## config.mk

```make
export PLATFORM = sky130hd
export DESIGN_NAME = a0_trace_fifo
export DESIGN_NICKNAME = d
export VERILOG_FILES = /design/src/rtl/a0_trace_fifo.sv
export SDC_FILE = /design/constraint.sdc
export NUM_CORES = 1
export LEC_CHECK = 0
export ABC_AREA = 0
export BUFFER_PORTS_ARGS = -buffer_cell sky130_fd_sc_hd__buf_2
export CAP_MARGIN = 0
export CORE_MARGIN = 2
export CORE_UTILIZATION = 50
export DETAILED_ROUTE_END_ITERATION = 10
export PLACE_DENSITY = 0.69
export RECOVER_POWER = 25
export SYNTH_ARGS = -nofsm -noshare
export SYNTH_HDL_FRONTEND = slang
export SYNTH_SLANG_ARGS = --single-unit
```

## constraint.sdc

```tcl
create_clock -name clk -period 11.2 [get_ports clk]
set_input_delay 1.68 -clock clk [delete_from_list [all_inputs] [get_ports clk]]
set_output_delay 1.68 -clock clk [all_outputs]
set_load 0.01 [all_outputs]
```

## src/rtl/a0_trace_fifo.sv

```systemverilog
// a0_trace_fifo: timestamps every change of the CPU a0 value into a FWFT FIFO
module a0_trace_fifo #(
  parameter int DATA_WIDTH = 17,
  parameter int TS_WIDTH   = 16,
  parameter int DEPTH      = 8,
  parameter int DROP_WIDTH = 8
) (
  input  logic                         clk,
  input  logic                         rst,
  input  logic [DATA_WIDTH-1:0]        a0,
  output logic [TS_WIDTH+DATA_WIDTH-1:0] out_data,
  output logic                         out_valid,
  input  logic                         out_ready,
  output logic [$clog2(DEPTH):0]       count,
  output logic                         overflow,
  output logic [DROP_WIDTH-1:0]        dropped
);
  localparam int AW = $clog2(DEPTH);
  localparam int CW = AW + 1;
  localparam int RW = TS_WIDTH + DATA_WIDTH;
  logic [RW-1:0]         mem_q [DEPTH];
  logic [TS_WIDTH-1:0]   ts_q, ts_d;
  logic                  primed_q, primed_d;
  logic [DATA_WIDTH-1:0] prev_q, prev_d;
  logic [AW-1:0]         wptr_q, wptr_d, rptr_q, rptr_d;
  logic [CW-1:0]         count_q, count_d;
  logic                  overflow_q, overflow_d;
  logic [DROP_WIDTH-1:0] dropped_q, dropped_d;
  logic                  ev, full, pop, push, drop;
  // event detection, push/pop arbitration and next-state computation
  always_comb begin
    ev         = !primed_q || (a0 != prev_q);
    full       = count_q == CW'(DEPTH);
    pop        = (count_q != '0) && out_ready;
    push       = ev && (!full || pop);
    drop       = ev && full && !pop;
    ts_d       = ts_q + TS_WIDTH'(1);
    primed_d   = 1'b1;
    prev_d     = a0;
    wptr_d     = push ? wptr_q + AW'(1) : wptr_q;
    rptr_d     = pop ? rptr_q + AW'(1) : rptr_q;
    count_d    = count_q + CW'(push) - CW'(pop);
    overflow_d = overflow_q || drop;
    dropped_d  = (drop && dropped_q != '1) ? dropped_q + DROP_WIDTH'(1) : dropped_q;
  end
  // control state registers
  always_ff @(posedge clk) begin
    if (rst) begin
      ts_q       <= '0;
      primed_q   <= 1'b0;
      prev_q     <= '0;
      wptr_q     <= '0;
      rptr_q     <= '0;
      count_q    <= '0;
      overflow_q <= 1'b0;
      dropped_q  <= '0;
    end else begin
      ts_q       <= ts_d;
      primed_q   <= primed_d;
      prev_q     <= prev_d;
      wptr_q     <= wptr_d;
      rptr_q     <= rptr_d;
      count_q    <= count_d;
      overflow_q <= overflow_d;
      dropped_q  <= dropped_d;
    end
  end
  // record storage, written at the tail; no reset needed on the cells
  always_ff @(posedge clk) begin
    if (!rst && push) mem_q[wptr_q] <= {ts_q, a0};
  end
  assign out_data  = mem_q[rptr_q];
  assign out_valid = count_q != '0;
  assign count     = count_q;
  assign overflow  = overflow_q;
  assign dropped   = dropped_q;
endmodule

```

==> out/metrics.csv <==
stage;metric;value;unit
status;status;complete, no violations;
die;core_region_area;24320;sq um
power;p_int;2343;uW
placement;dp.cells;1028;
die;start_util;50.96;%
synthesis;yosysTopAreaCellShare;63.97;%
power;ir_drop;134.1;uV
worst_hold_path;holdPathStages;1;
synthesis;synthArstFlopShare;0;%
routing;drtPass1Iterations;4;
synthesis;synth_largest_area_cell;edfxtp_1;
synthesis;synth.area.top_cells;edfxtp_1 (64%), mux4_2 (12%), dfxtp_1 (9.0%);
timing;slew_headroom;25.26;%
placement;place_congestion;0.7980;
synthesis;syn_nets;680;
timing;fmax;210.6;MHz
clock_network;ctsResizeCount;0;
clock_network;cts.sinks;320;
global_routing;antenna_found_initial;0;
critical_path;reg2reg_depth;8;
worst_hold_path;hp-class;reg2reg;
timing;rsz0062_at_grt;false;
critical_path;cp_top_family;buffers and inverters;
cells_and_area;drive_above_1_share;32.06;%
timing;fin_crit;4.748;ns
synthesis;synth-seq-cells;320;
critical_path;critPathMaxStageDelay;0.81;ns
timing;fin_skew;0.01213;ns
timing;drv_slew;0;
global_routing;grt_max_degree;67;
critical_path;worst-r2r-setup-slack;7.82;ns
critical_path;r2r_start;count[2]$_SDFF_PP0_;
power;clock_power_share;31.6;%
critical_path;worstPathRequired;9.52;ns
timing;finalCritPeriodShare;42.39;%
die;dieArea;26060;sq um
routing;drcViolationCount;0;
die;io_pins;67;
routing;ant_nets;0;
synthesis;yosysSeqAreaShare;73.01;%
cells_and_area;finalNonFillerCells;1085;
worst_hold_path;worstHoldStart;overflow$_SDFF_PP0_;
critical_path;arrival;3.07;ns
routing;drt_iter0_markers;476;
placement;io_buffers;66;
clock_network;clk_pin_slew_worst_paths;0.06;ns
synthesis;synthCells;649;
timing;tns;0;ns
synthesis;synthFlopType;edfxtp_1;
power;p_switching;800.0;uW
critical_path;end_kind;primary output;
clock_network;cts_tree;yes;
clock_network;post_cts_buffers;0;
timing;worst_pin_slew;1.115;ns
timing;finalHoldViolations;0;
routing;dr_total_vias;6062;
clock_network;numCtsBuffers;31;
flow_run;drv_cap;0;
global_routing;grt_pass1_wl;35950;um
worst_hold_path;whs_endpoint;overflow$_SDFF_PP0_;
clock_network;cts_max_level;1;
cells_and_area;diodes;0;
routing;wl;22510;um
timing;setup_viol;0;
clock_network;cts_buffer_depth;3;
power;power_density;222.0;nW/um^2
critical_path;crit_chain;buf_4 > mux4_2 > mux2_2 > buf_2;
synthesis;synth_edf_count;264;
critical_path;cp_max_fo;46;
critical_path;cp_slowest_cell;buf_4;
cells_and_area;nNetsFinal;768;
power;p_leak;0.004682;uW
cells_and_area;fill_cells;1779;
power;pwr-share-comb;21.4;%
die;fp.dieH;161.4;um
critical_path;cp_num_buf_inv;2;
global_routing;grt_pass1_vias;6355;
global_routing;globalRouteTotalUtil;17.95;%
synthesis;synth.avg_cell_area;19.10;sq um
power;p_seq_share;47.0;%
power;p_sw_share;25.46;%
clock_network;clock_latency;0.53;ns
critical_path;critPathKind;reg2out;
synthesis;synthDistinctLibCells;47;
timing;fin_ws;6.452;ns
placement;pre_cts_slack;6.593;ns
synthesis;syn_area;12390;sq um
routing;vias_per_cell;5.587;
critical_path;timing.rr.end;mem_q[1][9]$_DFFE_PP_;
synthesis;ys_warn_count;0;
placement;hpwlAfterDp;12880;um
die;die_w;161.4;um
routing;wl_per_cell;20.75;um
clock_network;postCtsHoldBufs;0;
cells_and_area;area_growth;14.24;%
global_routing;grt_overflow;0;
die;rows;57;
clock_network;root_buffer;clkbuf_16;
critical_path;worstSetupStartpointType;flop;
worst max path at each step:
stage / from / endpoint / slack (ns) / depth (start not counted)
3_3_place_gp: a0[12] / mem_q[1][10]$_DFFE_PP_ / 6.71 / 8
4_1_cts: flop / out_data[16] / 6.33 / 4
2_1_floorplan: a0[12] / mem_q[0][0]$_DFFE_PP_ / 4.78 / 6
5_1_grt: flop / out_data[16] / 6.20 / 4
6_report: flop / out_data[16] / 6.45 / 4
3_5_place_dp: a0[12] / mem_q[1][9]$_DFFE_PP_ / 6.59 / 8
cell usage in the layout, fill, tap and decap left out, types with 10 or more instances in the layout:
| cell | count |
|---|---|
| buf_2 | 62 |
| buf_4 | 15 |
| clkbuf_1 | 18 |
| clkbuf_16 | 31 |
| dfxtp_1 | 53 |
| edfxtp_1 | 264 |
| ha_1 | 10 |
| inv_1 | 10 |
| mux2_2 | 33 |
| mux4_2 | 66 |
| nand2_1 | 21 |
| nand3_1 | 11 |
| nand4_1 | 10 |
| nor2_1 | 30 |
| nor2b_1 | 20 |
| xnor2_1 | 20 |
| xor2_1 | 13 |
power groups by stage:
stage / sequential [uW] / clock (uW) / combinational [uW]
6_report: 1480 / 992 / 674
2_1_floorplan: 1480 / 0 / 498
5_1_grt: 1490 / 1070 / 735
4_1_cts: 1480 / 1010 / 688
3_3_place_gp: 1500 / 0 / 681
3_5_place_dp: 1500 / 0 / 684
final cells by class:
cell class | count | area (sq um) | share of cell area (%)
clock buffers | 50 | 897.1 | 6.337
clock inverters | 7 | 90.09 | 0.6363
inverters | 13 | 48.80 | 0.3447
multi-input cells | 290 | 3223 | 22.77
flip-flops and latches | 320 | 9055 | 63.96
well taps | 324 | 405.4 | 2.863
repair buffers | 81 | 437.9 | 3.093
layer usage:
metal	part of all wire (%)	wire length, um	vias to the layer above	track usage, %
li1	-	-	2734	-
met1	43	9581	3122	24.54
met2	50	11180	174	30.01
met3	5.9	1327	32	3.441
met4	1.9	418	0	4.586
met5	0	0	-	0
metrics by stage:
stage | hold slack (ns) | utilization [%] | cell area, sq um | power [uW]
floorplan | 0.4541 | - | 12390 | 1975
global placement | 0.4447 | 54.18 | 13180 | 2176
detailed placement | 0.4537 | 54.18 | 13180 | 2189
CTS | 0.4703 | 58.23 | 14160 | 3182
global route | 0.4827 | 58.21 | 14160 | 3293
finish | 0.4637 | 58.21 | 14160 | 3143
registers in the layout, indices dropped and copies added, names as in the netlist, named ones only:
name / cells
dropped: 8
rptr_q: 3
count: 4
primed_q: 1
wptr_q: 3
overflow: 1
prev_q: 17
mem_q: 264
ts_q: 16
synth_stat cells (5+ instances only):
cell type	number
edfxtp_1	264
mux4_2	66
xor2_1	13
nor3_1	5
nor2_1	32
ha_1	10
nand2_1	21
nand3_1	11
dfxtp_1	56
and3_1	7
clkbuf_1	12
a21oi_1	8
buf_1	8
nor2b_1	20
mux2_2	33
inv_1	10
xnor2_1	20
nand4_1	10
worst register-to-register path, stage by stage (launching register included):
cell and delay, ns:
dfxtp_1 0.33, inv_1 0.08, ha_1 0.21, nand2b_1 0.15, and3_1 0.27, a21oi_1 0.41, inv_2 0.16, nor3_2 0.91
buf_4 0.50
kinds of logic (layout without fill, tap and decap cells):
group | Yosys count | after routing | synth area share [%]
mux | 101 | 101 | 15.19
flops | 320 | 320 | 73.01
compound gates | 20 | 20 | 1.090
fa+ha+maj | 11 | 11 | 1.171
buf+inv | 39 | 151 | 1.373
simple gates | 122 | 122 | 5.432
xor+xnor | 36 | 36 | 2.726
(Power assumes the default switching activity.)
